<file path="src/rtl/mcpu_ifetch_if.sv">
`default_nettype none
// ============================================================================
//  Module      : mcpu_ifetch_if
//  Description : Bus bundle for the MCPU instruction fetch unit. It carries the
//                redirect request, both instruction ROM ports, the decoder
//                byte stream and the stall statistic.
//                master = fetch unit, slave = ROM/decoder/branch side.
//  Revision    : 1.0 - initial release
// ============================================================================
interface mcpu_ifetch_if #(
    parameter int IROM_ADDR_BITS = 14
);
    logic                      redirect;
    logic [IROM_ADDR_BITS-1:0] redirect_addr;
    logic [IROM_ADDR_BITS-1:0] irom_addr0;
    logic [IROM_ADDR_BITS-1:0] irom_addr1;
    logic [7:0]                irom_out0;
    logic [7:0]                irom_out1;
    logic                      out_valid;
    logic [7:0]                out_data;
    logic [IROM_ADDR_BITS-1:0] out_addr;
    logic                      out_ready;
    logic [15:0]               stall_cnt;

    modport master (
        input  redirect, redirect_addr, irom_out0, irom_out1, out_ready,
        output irom_addr0, irom_addr1, out_valid, out_data, out_addr, stall_cnt
    );

    modport slave (
        output redirect, redirect_addr, irom_out0, irom_out1, out_ready,
        input  irom_addr0, irom_addr1, out_valid, out_data, out_addr, stall_cnt
    );
endinterface
`default_nettype wire

</file>
<file path="src/rtl/mcpu_ifetch.sv">
`default_nettype none
// ============================================================================
//  Module      : mcpu_ifetch
//  Description : Instruction fetch controller with prefetch queue. Reads two
//                consecutive ROM bytes per cycle from a dual-port
//                combinational-read ROM, buffers them in a small FIFO and
//                streams them to the decoder over valid/ready. A redirect
//                flushes the queue and restarts fetch at a new address.
//                Optional macro MCPU_IFETCH_STATS_EN enables the saturating
//                consumer-starved cycle counter on stall_cnt; without it the
//                port is tied to zero.
//                FIFO_DEPTH must be a power of 2 and at least 2.
//  Revision    : 1.0 - initial release
// ============================================================================
module mcpu_ifetch #(
    parameter int                        IROM_ADDR_BITS = 14,
    parameter int                        FIFO_DEPTH     = 4,
    parameter logic [IROM_ADDR_BITS-1:0] RESET_ADDR     = '0
) (
    input  logic          clk,
    input  logic          rst_n,
    mcpu_ifetch_if.master bus
);

    localparam int PTR_W = $clog2(FIFO_DEPTH);
    localparam int CNT_W = PTR_W + 1;
    localparam logic [CNT_W-1:0] DEPTH_CNT = CNT_W'(FIFO_DEPTH);

    logic [IROM_ADDR_BITS-1:0] fetch_pc;
    logic [IROM_ADDR_BITS-1:0] fetch_pc_p1;
    logic [7:0]                q_data [FIFO_DEPTH];
    logic [IROM_ADDR_BITS-1:0] q_addr [FIFO_DEPTH];
    logic [PTR_W-1:0]          wr_ptr;
    logic [PTR_W-1:0]          rd_ptr;
    logic [CNT_W-1:0]          count;
    logic [CNT_W-1:0]          free;
    logic [1:0]                push_n;
    logic                      pop;
    logic                      valid;

    assign fetch_pc_p1 = fetch_pc + IROM_ADDR_BITS'(1);
    assign valid       = (count != '0);
    assign pop         = valid && bus.out_ready;

    // ROM addresses come straight from the fetch_pc register: no input-to-output path
    assign bus.irom_addr0 = fetch_pc;
    assign bus.irom_addr1 = fetch_pc_p1;

    assign bus.out_valid = valid;
    assign bus.out_data  = q_data[rd_ptr];
    assign bus.out_addr  = q_addr[rd_ptr];

    // Fetch width from free space at the start of the cycle; a same-cycle pop frees nothing yet
    always_comb begin
        free   = DEPTH_CNT - count;
        push_n = 2'd0;
        if (!bus.redirect) begin
            if (free >= CNT_W'(2)) begin
                push_n = 2'd2;
            end else if (free == CNT_W'(1)) begin
                push_n = 2'd1;
            end
        end
    end

    // Queue storage, pointers, occupancy and fetch address
    always_ff @(posedge clk or negedge rst_n) begin
        if (!rst_n) begin
            fetch_pc <= RESET_ADDR;
            wr_ptr   <= '0;
            rd_ptr   <= '0;
            count    <= '0;
            for (int i = 0; i < FIFO_DEPTH; i++) begin
                q_data[i] <= '0;
                q_addr[i] <= '0;
            end
        end else if (bus.redirect) begin
            // Flush: any pop accepted this cycle is discarded along with the queue
            fetch_pc <= bus.redirect_addr;
            wr_ptr   <= '0;
            rd_ptr   <= '0;
            count    <= '0;
        end else begin
            if (push_n != 2'd0) begin
                q_data[wr_ptr] <= bus.irom_out0;
                q_addr[wr_ptr] <= fetch_pc;
            end
            if (push_n == 2'd2) begin
                q_data[wr_ptr + PTR_W'(1)] <= bus.irom_out1;
                q_addr[wr_ptr + PTR_W'(1)] <= fetch_pc_p1;
            end
            wr_ptr   <= wr_ptr + PTR_W'(push_n);
            fetch_pc <= fetch_pc + IROM_ADDR_BITS'(push_n);
            if (pop) begin
                rd_ptr <= rd_ptr + PTR_W'(1);
            end
            count <= count + CNT_W'(push_n) - CNT_W'(pop);
        end
    end

`ifdef MCPU_IFETCH_STATS_EN
    logic [15:0] stall_q;

    // Count cycles where the decoder is ready but no byte is available, saturating
    always_ff @(posedge clk or negedge rst_n) begin
        if (!rst_n) begin
            stall_q <= '0;
        end else if (bus.out_ready && !valid && (stall_q != 16'hFFFF)) begin
            stall_q <= stall_q + 16'd1;
        end
    end

    assign bus.stall_cnt = stall_q;
`else
    assign bus.stall_cnt = '0;
`endif

endmodule
`default_nettype wire

</file>
<file path="src/flat_wrapper.sv">
// flat-port wrapper written by rule: the top's interface ports become plain ports
module mcpu_ifetch_flat 
#(
    parameter int                        IROM_ADDR_BITS = 14,
    parameter int                        FIFO_DEPTH     = 4,
    parameter logic [IROM_ADDR_BITS-1:0] RESET_ADDR     = '0
)
  (clk, rst_n, bus_redirect, bus_redirect_addr, bus_irom_out0, bus_irom_out1, bus_out_ready, bus_irom_addr0, bus_irom_addr1, bus_out_valid, bus_out_data, bus_out_addr, bus_stall_cnt);
  mcpu_ifetch_if #(.IROM_ADDR_BITS(IROM_ADDR_BITS)) bus_i ();
  input  logic clk;
  input  logic rst_n;
  input wire logic [$bits(bus_i.redirect)-1:0] bus_redirect;
  input wire logic [$bits(bus_i.redirect_addr)-1:0] bus_redirect_addr;
  input wire logic [$bits(bus_i.irom_out0)-1:0] bus_irom_out0;
  input wire logic [$bits(bus_i.irom_out1)-1:0] bus_irom_out1;
  input wire logic [$bits(bus_i.out_ready)-1:0] bus_out_ready;
  output wire logic [$bits(bus_i.irom_addr0)-1:0] bus_irom_addr0;
  output wire logic [$bits(bus_i.irom_addr1)-1:0] bus_irom_addr1;
  output wire logic [$bits(bus_i.out_valid)-1:0] bus_out_valid;
  output wire logic [$bits(bus_i.out_data)-1:0] bus_out_data;
  output wire logic [$bits(bus_i.out_addr)-1:0] bus_out_addr;
  output wire logic [$bits(bus_i.stall_cnt)-1:0] bus_stall_cnt;
  assign bus_i.redirect = bus_redirect;
  assign bus_i.redirect_addr = bus_redirect_addr;
  assign bus_i.irom_out0 = bus_irom_out0;
  assign bus_i.irom_out1 = bus_irom_out1;
  assign bus_i.out_ready = bus_out_ready;
  assign bus_irom_addr0 = bus_i.irom_addr0;
  assign bus_irom_addr1 = bus_i.irom_addr1;
  assign bus_out_valid = bus_i.out_valid;
  assign bus_out_data = bus_i.out_data;
  assign bus_out_addr = bus_i.out_addr;
  assign bus_stall_cnt = bus_i.stall_cnt;
  mcpu_ifetch #(.IROM_ADDR_BITS(IROM_ADDR_BITS), .FIFO_DEPTH(FIFO_DEPTH), .RESET_ADDR(RESET_ADDR)) u_core (.clk(clk), .rst_n(rst_n), .bus(bus_i));
endmodule
</file>
<file path="config.mk">
export PLATFORM = sky130hd
export DESIGN_NAME = mcpu_ifetch_flat
export DESIGN_NICKNAME = d
export VERILOG_FILES = /design/src/rtl/mcpu_ifetch_if.sv /design/src/rtl/mcpu_ifetch.sv /design/src/flat_wrapper.sv
export SDC_FILE = /design/constraint.sdc
export NUM_CORES = 1
export LEC_CHECK = 0
export BUFFER_PORTS_ARGS = -buffer_cell sky130_fd_sc_hd__buf_2
export CAP_MARGIN = 20
export CORE_MARGIN = 2
export CORE_UTILIZATION = 40
export DETAILED_ROUTE_END_ITERATION = 8
export PLACE_DENSITY = 0.6
export SETUP_SLACK_MARGIN = 0.1
export SLEW_MARGIN = 10
export SYNTH_ARGS = -nofsm -noshare
export SYNTH_HDL_FRONTEND = slang
export SYNTH_SLANG_ARGS = --single-unit
</file>
<file path="constraint.sdc">
create_clock -name clk -period 4.5 [get_ports clk]
set_input_delay 0.45 -clock clk [delete_from_list [all_inputs] [get_ports clk]]
set_output_delay 0.45 -clock clk [all_outputs]
set_load 0.03 [all_outputs]
</file>
==> impl_summary.txt <==
----------------------------------------------------
[Logic synthesis]
  Most used flip-flop cell after synthesis ... sky130_fd_sc_hd__dfrtp_1
  Leading area contributor after synthesis ... sky130_fd_sc_hd__dfrtp_1
  Average footprint of a synthesized cell ... 9.939 µm²
  Share of the yosys chip area belonging to registers ... 43.22%
  Post-synth design cell area ... 0.006311 mm²
  Share of flip-flops with an asynchronous set or reset ... 100.0%
  Cell with the most instances after synthesis ... sky130_fd_sc_hd__dfrtp_1
  Fraction of post-synthesis cell area in the top cell type by area ... 43.22%
  Number of library cell types mapped by synthesis ... 55
  Cell count after synthesis ... 635
  Commonest cells post-synth ... sky130_fd_sc_hd__dfrtp_1 (109), sky130_fd_sc_hd__nor2_1 (102), sky130_fd_sc_hd__o22ai_1 (54)
  Dominant cells by area after synthesis ... sky130_fd_sc_hd__dfrtp_1 (43%), sky130_fd_sc_hd__mux4_2 (7.9%), sky130_fd_sc_hd__nor2_1 (6.1%)
  Number of storage elements in the synthesis netlist ... 109
  Yosys Warn Count ... 0
  EDFF count, synth ... 0

[Pwr]
  Total power density per cell area ... 729.9 mW/mm²
  Overall power after layout ... 5.111 mW
  Leakage power ... 2.833 nW
  Peak ir drop on the vdd network ... 260.1 µV

[STA]
  Part of the cycle the worst path needs ... 76.40%
  Final critical path time including I/O delays and setup ... 3.438 ns
  Slew at the pin closest to its max-slew limit ... 1.160 ns
  Fin Hold WS ... 0.2159 ns
  Setup repair after global routing missed its margin ... false
  Number of pins exceeding their max-slew limit in the final report ... 0
  Setup violation total in the final timing report ... 0
  Achievable frequency ... 290.9 MHz
  Hold Vio Cnt, Final ... 0
  Worst-case clock skew ... 0.006950 ns
  Final WS setup ... 1.062 ns
  Accumulated negative setup slack ... 0 ns
  Worst max-slew margin expressed relative to the limit ... 22.65%

[Placement]
  Routability cong. ... 0.8446
  HPWL after DPL ... 12.10 mm
  Number of cells after detailed placement ... 887
  Number of I/O port buffers ... 84
  Place WS ... 1.028 ns

[Floorplanning]
  Vert. Die Dim ... 129.6 µm
  Die Span X ... 129.6 µm
  Area enclosed by the die boundary ... 0.01680 mm²
  Num ports ... 101
  Initial core utilization ... 41.21%
  Cell Rows ... 45
  Area of the placeable core ... 0.01531 mm²

[Final layout]
  # nets final ... 735
  Area added between synthesis and finish ... 10.96%
  Filler cell count in the final layout ... 1,509
  Share of cells above drive strength 1 ... 24.53%
  Number of antenna cells inserted ... 0
  Post-route non-filler standard cell count ... 904

[Setup path]
  Launching element type of the critical path ... register
  R2R Path Start ... u_core.count[0]$_DFF_PN0_
  Setup slack of the worst register-to-register path ... 1.06 ns
  Endpoint required time on the critical path ... 4.71 ns
  Crit-path max FO ... 10
  Endpoint of the lowest-slack register-to-register path ... u_core.bus.irom_addr0[12]$_DFF_PN0_
  Kind of capture point of the worst setup path ... register
  Path depth of the worst reg2reg path ... 11
  Data arrival, critical path ... 3.65 ns
  Critical path start-end classification ... register to register

[Global route]
  Overall Global Routing Usage ... 22.65%
  Antenna violations before repair ... 0
  Gr ovfl total ... 0
  Largest net degree at the start of global routing ... 73
  Global-route wire length before repair ... 28.92 mm
  Via count of the first global-routing pass ... 5,306

[Clocking]
  Number of gates given a new drive strength after cts ... 0
  Htree depth ... 3
  Maximum clock path buffer count ... 2
  Post-CTS setup buffers ... 0
  Cell chosen for the clock root ... sky130_fd_sc_hd__clkbuf_16
  Number of buffers inserted for hold repair after clock tree synthesis ... 0
  TritonCTS clock tree ... built
  Total number of clock tree sinks ... 109
  TritonCTS Buffers ... 9
  Clock latency on the worst-skew pair ... 0.36 ns
  Clock-pin slew of the registers on the worst-case setup and hold paths ... 0.07 ns

[Routing]
  Number of iterations in the first detailed-routing pass ... 5
  Via density ... 5.850
  Antenna-violating nets left ... 0
  Total Routed Length ... 18.50 mm
  Number of remaining DRC errors ... 0
  Wire length per cell after detailed routing ... 20.46 µm
  Number of DRC violations after detailed-routing iteration 0 ... 516
  Vias ... 5,288

[Worst hold path]
  Worst min path class ... primary input to async pin

[Flow run]
  Maxcap violations ... 0

[Run status]
  Outcome ... completed

----------------------------------------------------
## flip-flops by register name, summed over array words and instances, names as in the netlist
name / cells
u_core.rd_ptr: 2
u_core.count: 3
u_core.bus.irom_addr0: 14
u_core.q_data: 32
u_core.q_addr: 56
u_core.wr_ptr: 2
## kinds of logic after synthesis
group / Yosys count / synth area share (%)
mux: 23 / 8.029
flops: 109 / 43.22
compound gates: 150 / 16.75
other cells: 1 / 0.05942
simple gates: 218 / 16.91
buf+inv: 92 / 8.188
xor+xnor: 29 / 4.025
fa+ha+maj: 13 / 2.815
## metal layers
metal	vias to the layer above	part of all wire, %	global-route usage, %
li1	2376	-	-
met1	2629	44	31.11
met2	239	47	35.94
met3	44	6.3	4.459
met4	0	2.6	7.970
met5	-	0	0
## metrics by stage
step           area [µm²]  util (%)
6_report             7003     45.73
3_5_place_dp         6716     43.86
4_1_cts              6995     45.68
5_1_grt              7003     45.73
3_3_place_gp         6716     43.86
2_1_floorplan        6367         -
## power breakdown
part | internal, mW | total, mW | switching [mW]
sequential | 1.42 | 1.75 | 0.330
clock | 0.407 | 0.772 | 0.365
combinational | 1.02 | 2.59 | 1.57
## worst max-delay path by stage
stage                                   start                             endpoint  slack (ns)  cells past startpoint
global placement    u_core.count[0]$_DFF_PN0_  u_core.bus.irom_addr0[10]$_DFF_PN0_        1.14                     11
CTS                 u_core.count[0]$_DFF_PN0_  u_core.bus.irom_addr0[12]$_DFF_PN0_        1.03                     11
floorplan           u_core.count[0]$_DFF_PN0_  u_core.bus.irom_addr0[12]$_DFF_PN0_        1.41                     12
detailed placement  u_core.count[1]$_DFF_PN0_  u_core.bus.irom_addr0[12]$_DFF_PN0_        1.03                     11
finish              u_core.count[0]$_DFF_PN0_  u_core.bus.irom_addr0[12]$_DFF_PN0_        1.06                     11
global route        u_core.count[1]$_DFF_PN0_  u_core.bus.irom_addr0[12]$_DFF_PN0_        0.78                     11
## area by class of cell
type                            count  area, µm²  share of cell area, %
Multi-Input combinational cell    449       3126                  44.63
Clock inverter                      3      18.77                 0.2680
Sequential cell                   109       2728                  38.95
Inverter                           21      78.83                  1.126
Clock buffer                       13      260.3                  3.716
Tap cell                          211      264.0                  3.770
Timing Repair Buffer               98      528.0                  7.540
## cells in the final DEF, fill, tap and decap left out, drive strengths merged, types with 2 or more instances in the layout
cell    count
dfrtp     109
nor2      104
buf        98
o22ai      57
nor3       33
nand2      29
o21ai      28
a21oi      25
xnor2      23
mux4       22
inv        22
conb       16
o221a      14
clkbuf     13
nand3      12
a211oi     11
ha         11
nor4        7
xor2        6
nor3b       6
nand4       5
a221oi      5
and3        4
or3b        3
nand2b      3
nor2b       3
a32oi       3
o31ai       3
or2         3
or4         2
nand3b      2
o41ai       2
fa          2
clkinv      2
## worst max-delay path: stages, from the launching register on
cell and delay [ns]:
sky130_fd_sc_hd__dfrtp_1 0.36, sky130_fd_sc_hd__inv_1 0.08, sky130_fd_sc_hd__ha_1 0.20, sky130_fd_sc_hd__ha_1 0.31
sky130_fd_sc_hd__or3b_1 0.55, sky130_fd_sc_hd__nor3b_1 0.42, sky130_fd_sc_hd__ha_1 0.24, sky130_fd_sc_hd__inv_1 0.05
sky130_fd_sc_hd__fa_1 0.48, sky130_fd_sc_hd__nor4_1 0.37, sky130_fd_sc_hd__xnor2_1 0.16, sky130_fd_sc_hd__o21ai_0 0.08
Note: power is estimated with default switching activity, not from simulation.
